File: src/rtl/button_debouncer_if.sv
// Button debouncer signal bundle: raw inverting buttons in, debounced events and level out.
interface button_debouncer_if #(
    parameter int NUM_BUTTONS = 3
);
    logic [NUM_BUTTONS-1:0] button_n;
    logic [NUM_BUTTONS-1:0] pressed;
    logic [NUM_BUTTONS-1:0] released;
    logic [NUM_BUTTONS-1:0] held;

    modport master (
        output button_n,
        input  pressed,
        input  released,
        input  held
    );

    modport slave (
        input  button_n,
        output pressed,
        output released,
        output held
    );
endinterface

File: src/rtl/button_debouncer.sv
// Per-channel two-flop synchronizer plus counter FSM debouncer producing press/release
// pulses and a clean held level.
module button_debouncer #(
    parameter int NUM_BUTTONS     = 3,
    parameter int DEBOUNCE_CYCLES = 1_000_000
) (
    input  logic                clock,
    input  logic                reset,
    button_debouncer_if.slave   bus
);
    localparam int CW = $clog2(DEBOUNCE_CYCLES + 1);
    localparam logic [CW-1:0] CNT_LAST = CW'(DEBOUNCE_CYCLES - 1);

    typedef enum logic [1:0] {
        RELEASED,
        CONFIRM_PRESS,
        PRESSED,
        CONFIRM_RELEASE
    } state_t;

    logic [NUM_BUTTONS-1:0] r_s1;
    logic [NUM_BUTTONS-1:0] r_s2;
    logic [NUM_BUTTONS-1:0] w_r;

    state_t          r_state    [NUM_BUTTONS];
    logic [CW-1:0]   r_cnt      [NUM_BUTTONS];
    state_t          w_state_nx [NUM_BUTTONS];
    logic [CW-1:0]   w_cnt_nx   [NUM_BUTTONS];

    logic [NUM_BUTTONS-1:0] r_pressed;
    logic [NUM_BUTTONS-1:0] r_released;
    logic [NUM_BUTTONS-1:0] r_held;
    logic [NUM_BUTTONS-1:0] w_pressed_nx;
    logic [NUM_BUTTONS-1:0] w_released_nx;
    logic [NUM_BUTTONS-1:0] w_held_nx;

    assign w_r = r_s2;

    // State register: synchronizer, FSM state, counters and registered outputs.
    always_ff @(posedge clock or posedge reset) begin
        if (reset) begin
            r_s1       <= '0;
            r_s2       <= '0;
            r_pressed  <= '0;
            r_released <= '0;
            r_held     <= '0;
            for (int unsigned i = 0; i < NUM_BUTTONS; i++) begin
                r_state[i] <= RELEASED;
                r_cnt[i]   <= '0;
            end
        end else begin
            r_s1       <= ~bus.button_n;
            r_s2       <= r_s1;
            r_pressed  <= w_pressed_nx;
            r_released <= w_released_nx;
            r_held     <= w_held_nx;
            for (int unsigned i = 0; i < NUM_BUTTONS; i++) begin
                r_state[i] <= w_state_nx[i];
                r_cnt[i]   <= w_cnt_nx[i];
            end
        end
    end

    // Next-state logic; the counter only advances below CNT_LAST so it never wraps.
    always_comb begin
        for (int unsigned i = 0; i < NUM_BUTTONS; i++) begin
            w_state_nx[i] = r_state[i];
            w_cnt_nx[i]   = r_cnt[i];
            unique case (r_state[i])
                RELEASED: begin
                    if (w_r[i]) begin
                        w_state_nx[i] = CONFIRM_PRESS;
                        w_cnt_nx[i]   = '0;
                    end
                end
                CONFIRM_PRESS: begin
                    if (!w_r[i])                 w_state_nx[i] = RELEASED;
                    else if (r_cnt[i] == CNT_LAST) w_state_nx[i] = PRESSED;
                    else                         w_cnt_nx[i]   = r_cnt[i] + 1'b1;
                end
                PRESSED: begin
                    if (!w_r[i]) begin
                        w_state_nx[i] = CONFIRM_RELEASE;
                        w_cnt_nx[i]   = '0;
                    end
                end
                CONFIRM_RELEASE: begin
                    if (w_r[i])                  w_state_nx[i] = PRESSED;
                    else if (r_cnt[i] == CNT_LAST) w_state_nx[i] = RELEASED;
                    else                         w_cnt_nx[i]   = r_cnt[i] + 1'b1;
                end
                default: begin
                    w_state_nx[i] = RELEASED;
                    w_cnt_nx[i]   = '0;
                end
            endcase
        end
    end

    // Output logic; held follows the next state so it rises with the pressed pulse.
    always_comb begin
        w_pressed_nx  = '0;
        w_released_nx = '0;
        w_held_nx     = '0;
        for (int unsigned i = 0; i < NUM_BUTTONS; i++) begin
            w_pressed_nx[i]  = (r_state[i] == CONFIRM_PRESS) && w_r[i] && (r_cnt[i] == CNT_LAST);
            w_released_nx[i] = (r_state[i] == CONFIRM_RELEASE) && !w_r[i] && (r_cnt[i] == CNT_LAST);
            w_held_nx[i]     = (w_state_nx[i] == PRESSED) || (w_state_nx[i] == CONFIRM_RELEASE);
        end
    end

    assign bus.pressed  = r_pressed;
    assign bus.released = r_released;
    assign bus.held     = r_held;
endmodule

File: src/flat_wrapper.sv
// flat-port wrapper written by rule: the top's interface ports become plain ports
module button_debouncer_flat 
#(
    parameter int NUM_BUTTONS     = 3,
    parameter int DEBOUNCE_CYCLES = 1_000_000
)
  (clock, reset, bus_button_n, bus_pressed, bus_released, bus_held);
  button_debouncer_if #(.NUM_BUTTONS(NUM_BUTTONS)) bus_i ();
  input  logic clock;
  input  logic reset;
  input wire logic [$bits(bus_i.button_n)-1:0] bus_button_n;
  output wire logic [$bits(bus_i.pressed)-1:0] bus_pressed;
  output wire logic [$bits(bus_i.released)-1:0] bus_released;
  output wire logic [$bits(bus_i.held)-1:0] bus_held;
  assign bus_i.button_n = bus_button_n;
  assign bus_pressed = bus_i.pressed;
  assign bus_released = bus_i.released;
  assign bus_held = bus_i.held;
  button_debouncer #(.NUM_BUTTONS(NUM_BUTTONS), .DEBOUNCE_CYCLES(DEBOUNCE_CYCLES)) u_core (.clock(clock), .reset(reset), .bus(bus_i));
endmodule
File: config.mk
export PLATFORM = sky130hd
export DESIGN_NAME = button_debouncer_flat
export DESIGN_NICKNAME = d
export VERILOG_FILES = /design/src/rtl/button_debouncer_if.sv /design/src/rtl/button_debouncer.sv /design/src/flat_wrapper.sv
export SDC_FILE = /design/constraint.sdc
export NUM_CORES = 1
export LEC_CHECK = 0
export BUFFER_PORTS_ARGS = -buffer_cell sky130_fd_sc_hd__buf_2
export CAP_MARGIN = 40
export CORE_ASPECT_RATIO = 1.5
export CORE_MARGIN = 2
export CORE_UTILIZATION = 67
export CTS_CLUSTER_SIZE = 40
export DETAILED_ROUTE_END_ITERATION = 8
export GPL_TIMING_DRIVEN = 0
export PLACE_DENSITY = 0.85
export SLEW_MARGIN = 15
export SYNTH_ARGS = -nofsm -noshare
export SYNTH_HDL_FRONTEND = slang
export SYNTH_SLANG_ARGS = --single-unit
File: constraint.sdc
create_clock -name clock -period 5 [get_ports clock]
set_clock_uncertainty 0.1 [all_clocks]
set_input_delay 0.25 -clock clock [delete_from_list [all_inputs] [get_ports clock]]
set_output_delay 0.25 -clock clock [all_outputs]
set_load 0.02 [all_outputs]
==> results of run 1 <==
[final timing paths]
kind	to	slack, ps	cells past startpoint
worst min register to register	u_core.r_s2[0]$_DFF_PP0_	250	0
worst min-delay path	u_core.r_s2[0]$_DFF_PP0_	250	0
worst max register to register	u_core.r_cnt[58]$_DFFE_PP0P_	2600	6
worst max-delay path	u_core.r_cnt[58]$_DFFE_PP0P_	2600	6
max in group asynchronous	u_core.r_cnt[57]$_DFFE_PP0P_	3920	4
min in group asynchronous	u_core.r_cnt[14]$_DFFE_PP0P_	290	3
[metrics by stage]
stage               util [%]  area (um^2)  hold WS [ps]
floorplan                  -         4170           209
global route            75.7         4610           259
global placement        71.1         4330           233
detailed placement      71.7         4360           127
finish                  75.7         4610           251
CTS                     75.7         4610           254
[registers in the layout, indices dropped and copies added (netlist names)]
| signal | count |
|---|---|
| u_core.bus.held | 3 |
| u_core.bus.released | 3 |
| u_core.r_s1 | 3 |
| u_core.r_s2 | 3 |
| u_core.bus.pressed | 3 |
| u_core.r_state | 6 |
| u_core.r_cnt | 60 |
[power breakdown]
part	internal, mW	total (mW)	switching [mW]
Clock	0.272	0.497	0.226
Sequential	0.671	0.692	0.0214
Combinational	0.0296	0.0824	0.0528
[layer usage]
metal | track usage [%] | up-vias | wire, um
li1 | - | 1662 | -
met1 | 37.6 | 1694 | 3740
met2 | 49.4 | 131 | 4670
met3 | 4.02 | 29 | 331
met4 | 17.2 | 0 | 342
met5 | 0 | - | 0
[cell families (layout without fill, tap and decap cells)]
logic type / after synthesis / after routing / share of synthesized area [%]
and+or+nand+nor: 193 / 193 / 25.8
AOI/OAI and AO/OA: 93 / 93 / 14.8
DFF: 81 / 81 / 48.6
buffers and inverters: 31 / 66 / 3.06
xor gates and xnor gates: 20 / 20 / 4.20
muxes: 10 / 10 / 2.58
adders and majority gates: 3 / 3 / 0.901
[cells in the final DEF (no fill, tap or decap), drive strengths merged, types with 2 or more instances in the layout]
cell type,n
dfrtp,81
nand2,44
nor2,34
o21ai,34
nand3,28
clkbuf,23
buf,20
inv,17
o31ai,13
a21oi,12
nand4,11
xor2,11
nor4,11
xnor2,9
nor3,9
and4,8
or4,7
nor3b,6
a31oi,6
mux2,6
or3,5
and2,5
a22o,5
nand4b,5
and3,4
a21o,4
mux2i,4
dlygate4sd3,4
nor4b,4
o311ai,4
nand3b,3
o22ai,3
nand2b,3
ha,3
o211ai,3
o41ai,3
or4bb,2
a211o,2
or4b,2
[worst reg2reg max path, delay by kind of cell (launching register included)]
family | cells | cell delay, ps
AND/OR/NAND/NOR | 2 | 1070
AO/OA/AOI/OAI | 3 | 450
adder cells (fa/ha/maj) | 1 | 220
flip-flops | 1 | 430
[repair_timing]
| action | CTS | global route |
|---|---|---|
| hold endpoints to repair | 23 | 0 |
| setup endpoints to repair | 0 | 0 |
| hold buffers | 4 | 0 |
| setup buffers | 0 | 0 |
[layout make-up]
type,instances,area (um^2)
flip-flops and latches,81,2030
multi-input cells,319,2010
fillers,419,1480
clock buffers,14,173
repair buffers,19,140
well taps,74,92.6
inverters,17,66.3
plain buffers,14,63.8
clock inverters,2,35.0
==> flow_metrics.py, run 1 <==
metrics = {
    "layout": {
        "drive_gt1_share_pct": 11.4,
        "insertedDiodeCount": 0,
        "area_delta_synth_final_pct": 10.6,
        "finalNetCount": 469,
        "fin_cells": 540,
    },
    "placement": {
        "place_ws_ps": 2700,
        "hpwl_um": 6230,
        "port_buffers": 13,
        "dp_cells": 520,
        "gp_congestion": 0.915,
    },
    "routing": {
        "dr_total_vias": 3516,
        "wl_um": 9090,
        "vias_per_cell": 6.51,
        "dr.pass1.iters": 5,
        "ant_nets": 0,
        "drtIter0Drc": 342,
        "drcViolationCount": 0,
        "wl_per_cell_um": 16.8,
    },
    "grt": {
        "grt_pass1_wl_um": 15900,
        "grt-ovfl-total": 0,
        "grtUsageTotal_pct": 30.3,
        "grt_pass1_vias": 3480,
        "grt_antenna_before_repair": 0,
        "grt_max_degree": 62,
    },
    "logic_synthesis": {
        "synthFlopType": "dfrtp_1",
        "ys_ff_latch": 81,
        "synth_area_leaders": "dfrtp_1 49%, nand2_1 3.9%, nand3_1 3.4%, nor2_1 3.1%, o21ai_0 3.0%",
        "async_reset_ff_share_pct": 100,
        "synth_area_leader_cell": "dfrtp_1",
        "synth_common_cells": "81 x dfrtp_1, 43 x nand2_1, 34 x nor2_1, 28 x nand3_1, 25 x o21ai_0",
        "synthCells": 431,
        "synth_fp_nets": 439,
        "synth_cell_types": 57,
        "netlist_area_mm2": 0.00417,
        "ys_warn_count": 0,
        "seq_area_frac_synth_pct": 48.6,
        "yosysMostFrequentCell": "dfrtp_1",
        "syn_avg_cell_area_um2": 9.67,
        "synth_edf_count": 0,
        "netlist.area_leader.share_pct": 48.6,
    },
    "clock_network": {
        "htreeDepth": 3,
        "cts-root-buf": "clkbuf_8",
        "clock-sinks": 81,
        "cts_tree": "done",
        "numCtsBuffers": 9,
        "clk_latency_ps": 360,
        "clk_pin_slew_ps": 70,
        "cts_buffer_depth": 2,
        "cts_resized": 0,
    },
    "die": {
        "start_util_pct": 68.5,
        "io_pins": 14,
        "die_h_um": 101,
        "dieArea_mm2": 0.00688,
        "core_area_mm2": 0.00609,
        "die_x_um": 68.4,
        "num_rows": 35,
    },
    "setup_path": {
        "crit_path_max_incr_delay_ps": 830,
        "path_cells": "ha_1, nand3_1, nor3_1, a31oi_1, o21ai_0, o31ai_1",
        "crit_path_end_kind": "flop",
        "critical_path.startpoint": "u_core.r_cnt[40]$_DFFE_PP0P_",
        "critical_path_required_ps": 5130,
        "cp_max_fo": 9,
        "worstPathArrival_ps": 2530,
        "critPathSlowestCell": "nor3_1",
        "startpoint_type": "flop",
        "cp_top_family": "simple AND/OR/NAND/NOR gates",
        "worstSetupPathType": "flop to flop",
        "critical_path_buf_inv_count": 0,
        "r2r-start": "u_core.r_cnt[40]$_DFFE_PP0P_",
    },
    "power": {
        "power.leakage_nw": 1.98,
        "power_density_mw_per_mm2": 276,
        "power_mw": 1.27,
        "peakVddDrop_uv": 239,
    },
    "sta": {
        "final.setup.tns_ps": 0,
        "finalCritPeriodShare_pct": 47.9,
        "drv_slew": 0,
        "hold_viol_final": 0,
        "period_minus_slack_ps": 2400,
        "slew_headroom_pct": 37.9,
        "tightest_slew_ps": 925,
        "fmax_mhz": 417,
        "setup_viol": 0,
        "rsz0062_at_grt": "no",
        "worst_slack_ps": 2600,
    },
    "worst_hold_path": {
        "hold_start": "u_core.r_s1[0]$_DFF_PP0_",
        "hold_class": "flop to flop",
    },
    "run_status": {
        "status": "finished, final reports clean",
    },
    "run": {
        "maxCapViolations": 0,
    },
}
Note: power is estimated with default switching activity, not from simulation.
==> inputs of run 2 (changes only) <==
Settings changed: CORE_UTILIZATION 67 to 62, PLACE_DENSITY 0.85 to 0.8.
Clock period 5 ns to 2.3 ns, I/O delays scaled along.
==> run 2 against run 1 <==
Net effect: critical path depth decreased by 1; non-clock buffer count fell by 1; core utilization is 3.3 points lower; die area grew 7.7%; sequential power rose by 120%; routed wire length decreased by 0.91%; cell count grew 0.19%; flip-flop and latch count unchanged; global-route usage fell by 3.8 points; worst hold slack lost 40 ps; count of clock-buffer cells in the layout down 3; critical path type unchanged; highest routed layer unchanged.
==> flow_metrics.py, run 2 (same netlist as run 1, synthesis figures left out) <==
metrics = {
    "clock_network": {
        "numCtsBuffers": 9,
        "cts_buffer_depth": 2,
        "clock-sinks": 81,
        "htreeDepth": 3,
        "clk_pin_slew_ps": 90,
        "cts-root-buf": "clkbuf_8",
        "cts_tree": "done",
        "clk_latency_ps": 350,
    },
    "die": {
        "core_area_mm2": 0.00649,
        "dieArea_mm2": 0.00741,
        "io_pins": 14,
        "num_rows": 36,
        "die_h_um": 104,
        "die_x_um": 70.9,
        "start_util_pct": 64.3,
    },
    "sta": {
        "rsz0062_at_grt": "yes",
        "tightest_slew_ps": 826,
        "worst_slack_ps": 41.5,
        "finalCritPeriodShare_pct": 98.2,
        "hold_viol_final": 0,
        "slew_headroom_pct": 44.5,
        "setup_viol": 0,
        "hold_ws_ps": 211,
        "fmax_mhz": 443,
        "drv_slew": 0,
        "period_minus_slack_ps": 2260,
    },
    "run": {
        "maxCapViolations": 0,
    },
    "power": {
        "power.leakage_nw": 2.00,
        "power_density_mw_per_mm2": 607,
        "peakVddDrop_uv": 493,
    },
    "setup_path": {
        "cp_max_fo": 8,
        "critical_path_required_ps": 2420,
        "worstSetupPathType": "flop to flop",
        "startpoint_type": "flop",
        "critical_path_buf_inv_count": 0,
        "crit_path_max_incr_delay_ps": 580,
        "crit_path_end_kind": "flop",
        "worstPathArrival_ps": 2380,
        "path_cells": "or4bb_1, o41ai_2, nor4_1, xnor2_1, nor2_1",
        "critPathSlowestCell": "o41ai_2",
        "cp_top_family": "simple AND/OR/NAND/NOR gates",
    },
    "placement": {
        "dp_cells": 521,
        "port_buffers": 13,
        "hpwl_um": 6100,
        "gp_congestion": 0.960,
        "place_ws_ps": -41.1,
    },
    "routing": {
        "wl_per_cell_um": 16.6,
        "wl_um": 9000,
        "drtIter0Drc": 270,
        "ant_nets": 0,
        "dr.pass1.iters": 5,
        "dr_total_vias": 3507,
        "vias_per_cell": 6.48,
        "drcViolationCount": 0,
    },
    "layout": {
        "top_register": "u_core.r_cnt",
        "layout_commonest_cell": "dfrtp_1",
        "largest_reg_flops": 60,
        "fin_cells": 541,
        "drive_gt1_share_pct": 13.1,
        "most-common-layout-cells": "80 x dfrtp_1, 43 x nand2_1, 34 x nor2_1",
        "reg_top3": "u_core.r_cnt (60), u_core.r_state (6)",
        "area_delta_synth_final_pct": 12.7,
        "finalNetCount": 468,
        "insertedDiodeCount": 0,
        "fill_cells": 472,
    },
    "grt": {
        "grtUsageTotal_pct": 26.5,
        "grt_max_degree": 53,
        "grt_pass1_vias": 3401,
        "grt-ovfl-total": 0,
        "grt_pass1_wl_um": 15900,
        "grt_antenna_before_repair": 0,
    },
    "run_status": {
        "status": "finished, final reports clean",
    },
    "worst_hold_path": {
        "hold_class": "input port to async pin",
    },
}
-- run 2: final timing paths --
kind | cells past startpoint | end | from | slack, ps
setup / recovery | 5 | u_core.r_cnt[32]$_DFFE_PP0P_ | u_core.r_state[2]$_DFF_PP0_ | 40
hold / removal | 3 | u_core.r_state[0]$_DFF_PP0_ | reset | 210
setup reg to reg | 5 | u_core.r_cnt[32]$_DFFE_PP0P_ | u_core.r_state[2]$_DFF_PP0_ | 40
hold reg to reg | 0 | u_core.r_s2[0]$_DFF_PP0_ | u_core.r_s1[0]$_DFF_PP0_ | 250
max in group asynchronous | 4 | u_core.r_state[4]$_DFF_PP0_ | reset | 1320
min in group clock | 0 | u_core.r_s2[0]$_DFF_PP0_ | u_core.r_s1[0]$_DFF_PP0_ | 250
-- run 2: what timing repair did --
action                                 CTS  global route
setup buffers                            0             1
endpoints found under the hold margin   32             0
hold buffers                             4             0
pin swaps                                0             2
gates resized for setup                  3            11
cloned                                   0             0
setup endpoints to repair               17            38
-- run 2: final cells by class --
type                       instances  area [um^2]  area share (%)
clock buffer                      11          151            3.22
clock inverter                     5         77.6            1.65
tap                               76         95.1            2.02
buffer                            13         67.6            1.44
multi-input combinational        319         2070            44.1
timing repair buffer              19          140            2.98
inverter                          17         66.3            1.41
sequential                        81         2030            43.2
-- run 2: power by group --
group / switching, mW / internal [mW] / total [mW]
combinational: 0.114 / 0.0654 / 0.179
sequential: 0.0477 / 1.46 / 1.51
clock: 0.501 / 0.667 / 1.17
total: 0.663 / 2.19 / 2.85
-- run 2: per-stage QoR --
step	utilization, %	area, um^2	setup TNS [ps]	power (mW)
6_report	72.4	4700	0	2.85
4_1_cts	71.6	4650	0	2.87
3_3_place_gp	66.7	4330	-69240	1.69
5_1_grt	72.4	4700	-246	2.98
2_1_floorplan	-	4170	0	1.64
3_5_place_dp	67.2	4360	-86.3	1.70
-- run 2: routing by layer --
| metal | track usage [%] | wire, um | up-vias |
|---|---|---|---|
| met5 | 0 | 0 | - |
| met4 | 9.57 | 136 | 0 |
| met3 | 4.46 | 293 | 17 |
| met2 | 45.2 | 4820 | 95 |
| met1 | 33.5 | 3750 | 1737 |
| li1 | - | - | 1658 |
-- run 2: tightest hold or removal path, cell delays in order --
cell	delay, ps
dlygate4sd3_1	530
buf_2	130
inv_4	300
==> inputs of run 3 (changes only) <==
Settings changed: BUFFER_PORTS_ARGS -buffer_cell sky130_fd_sc_hd__buf_2 to not set, CELL_PAD_IN_SITES_DETAIL_PLACEMENT set to 0, CELL_PAD_IN_SITES_GLOBAL_PLACEMENT set to 1, CORE_UTILIZATION 62 to 50, DONT_BUFFER_PORTS set to 1, PLACE_DENSITY 0.8 to not set, PLACE_DENSITY_LB_ADDON set to 0.1.
==> run 3 against run 2 <==
Net effect: clock power increased by 34%; critical path depth rose by 1; non-clock buffer count fell by 12; maximum frequency grew 3.0%; critical path type unchanged; largest cell class unchanged; largest power group is now clock.
==> flow_metrics.py, run 3 (same netlist as run 1, synthesis figures left out) <==
metrics = {
    "run_status": {
        "status": "finished, final reports clean",
    },
    "clock_network": {
        "cts_setup_buffers": 0,
        "clock-sinks": 81,
        "clk_latency_ps": 340,
        "clk_pin_slew_ps": 60,
        "htreeDepth": 3,
        "cts-root-buf": "clkbuf_16",
        "cts_tree": "done",
        "numCtsBuffers": 9,
        "cts_buffer_depth": 2,
    },
    "die": {
        "io_pins": 14,
        "num_rows": 40,
        "core_area_mm2": 0.00806,
        "die_h_um": 116,
        "dieArea_mm2": 0.00910,
        "die_x_um": 78.5,
        "start_util_pct": 51.7,
    },
    "setup_path": {
        "crit_path_max_incr_delay_ps": 500,
        "critical_path_required_ps": 2420,
        "path_cells": "buf_2, or4_4, nor4b_4, a211o_1, buf_2, o31ai_1",
        "worstSetupPathType": "flop to flop",
        "cp_max_fo": 10,
        "startpoint_type": "flop",
        "critPathSlowestCell": "or4_4",
        "r2r-start": "u_core.r_cnt[50]$_DFFE_PP0P_",
        "worstPathArrival_ps": 2310,
        "r2r_end": "u_core.r_cnt[55]$_DFFE_PP0P_",
        "crit_path_end_kind": "flop",
        "cpMostUsedCell": "buf_2",
        "rrSetupSlack_ps": 110,
        "reg2reg_depth": 6,
    },
    "layout": {
        "top_register": "u_core.r_cnt",
        "largest_reg_flops": 60,
        "insertedDiodeCount": 0,
        "layout_commonest_cell": "dfrtp_1",
        "reg_top3": "u_core.r_cnt (60), u_core.r_state (6)",
        "most-common-layout-cells": "81 x dfrtp_1, 43 x nand2_1, 34 x nor2_1",
        "area_delta_synth_final_pct": 14.8,
        "finalNetCount": 456,
        "drive_gt1_share_pct": 10.6,
        "fill_cells": 714,
    },
    "sta": {
        "period_minus_slack_ps": 2190,
        "hold_viol_final": 0,
        "drv_slew": 0,
        "setup_viol": 0,
        "finalCritPeriodShare_pct": 95.3,
        "rsz0062_at_grt": "no",
        "tightest_slew_ps": 762,
        "fmax_mhz": 456,
        "worst_slack_ps": 107,
        "slew_headroom_pct": 48.8,
    },
    "power": {
        "peakVddDrop_uv": 465,
        "power_density_mw_per_mm2": 680,
        "power_mw": 3.26,
        "power.leakage_nw": 1.98,
    },
    "grt": {
        "grt_pass1_vias": 3174,
        "grt_pass1_wl_um": 15600,
        "grt-ovfl-total": 0,
        "grt_max_degree": 43,
        "grt_antenna_before_repair": 0,
        "grtUsageTotal_pct": 21.9,
    },
    "routing": {
        "dr.pass1.iters": 4,
        "dr_total_vias": 3340,
        "vias_per_cell": 5.99,
        "wl_per_cell_um": 16.8,
        "ant_nets": 0,
        "drtIter0Drc": 157,
        "drcViolationCount": 0,
        "wl_um": 9360,
    },
    "placement": {
        "gp_congestion": 0.876,
        "port_buffers": 0,
        "hpwl_um": 6450,
        "place_ws_ps": -18.5,
    },
    "run": {
        "maxCapViolations": 0,
    },
    "worst_hold_path": {
        "hold_class": "input port to async pin",
    },
}
==> run 3: how the worst max path moves through the flow <==
stage / startpoint / endpoint / slack [ps] / cells after the start
final: u_core.r_cnt[50]$_DFFE_PP0P_ / u_core.r_cnt[55]$_DFFE_PP0P_ / 110 / 6
after detailed placement: u_core.r_cnt[40]$_DFFE_PP0P_ / u_core.r_cnt[59]$_DFFE_PP0P_ / -20 / 8
after floorplan: reset / u_core.bus.held[0]$_DFF_PP0_ / 5 / 1
after global placement: reset / u_core.r_cnt[28]$_DFFE_PP0P_ / -870 / 1
after global routing: u_core.r_cnt[50]$_DFFE_PP0P_ / u_core.r_cnt[57]$_DFFE_PP0P_ / 6 / 6
after CTS: u_core.r_cnt[40]$_DFFE_PP0P_ / u_core.r_cnt[48]$_DFFE_PP0P_ / 10 / 8
==> run 3: report_power, final <==
| group | switching [mW] | total [mW] | internal, mW |
|---|---|---|---|
| logic | 0.115 | 0.178 | 0.0636 |
| registers | 0.0469 | 1.51 | 1.46 |
| clock network | 0.561 | 1.57 | 1.01 |
==> run 3: final cells by class <==
cell class              count  area [um^2]  area share (%)
inverters                  17         66.3            1.39
flip-flops and latches     81         2030            42.4
well taps                 105          131            2.75
plain buffers              14         72.6            1.52
repair buffers              6         67.6            1.41
multi-input cells         319         2090            43.7
clock buffers              12          256            5.36
clock inverters             4         75.1            1.57
==> run 3: worst max-delay path, delay by kind of cell, from the launching register on <==
kind / cells / cell delay (ps)
and+or+nand+nor: 2 / 820
buffers and inverters: 2 / 440
DFF: 1 / 350
AOI/OAI and AO/OA: 2 / 350
==> run 3: layer usage <==
metal / global-route usage [%] / vias up / part of all wire, %
met3: 3.82 / 12 / 2.3
met4: 11.3 / 0 / 1.6
met2: 37.4 / 56 / 52
met1: 26.6 / 1639 / 44
met5: 0 / - / 0
li1: - / 1633 / -
==> run 3: repair_timing <==
action                                 CTS  global route
pin swaps                                0             1
resized for setup                        2            13
cloned                                   0             0
endpoints found under the hold margin   44             0
setup endpoints to repair                8            39
hold buffers                             4             0
==> run 3: through the flow <==
stage | util [%] | TNS [ps] | cell area (um^2) | std cells | hold WS [ps]
3_3_place_gp | 53.4 | -70080 | 4300 | 536 | 75.2
3_5_place_dp | 53.7 | -70.0 | 4330 | 538 | -20.2
2_1_floorplan | - | 0 | 4170 | 431 | 74.4
5_1_grt | 59.4 | 0 | 4790 | 558 | 266
6_report | 59.4 | 0 | 4790 | 558 | 223
4_1_cts | 58.5 | 0 | 4710 | 558 | 225
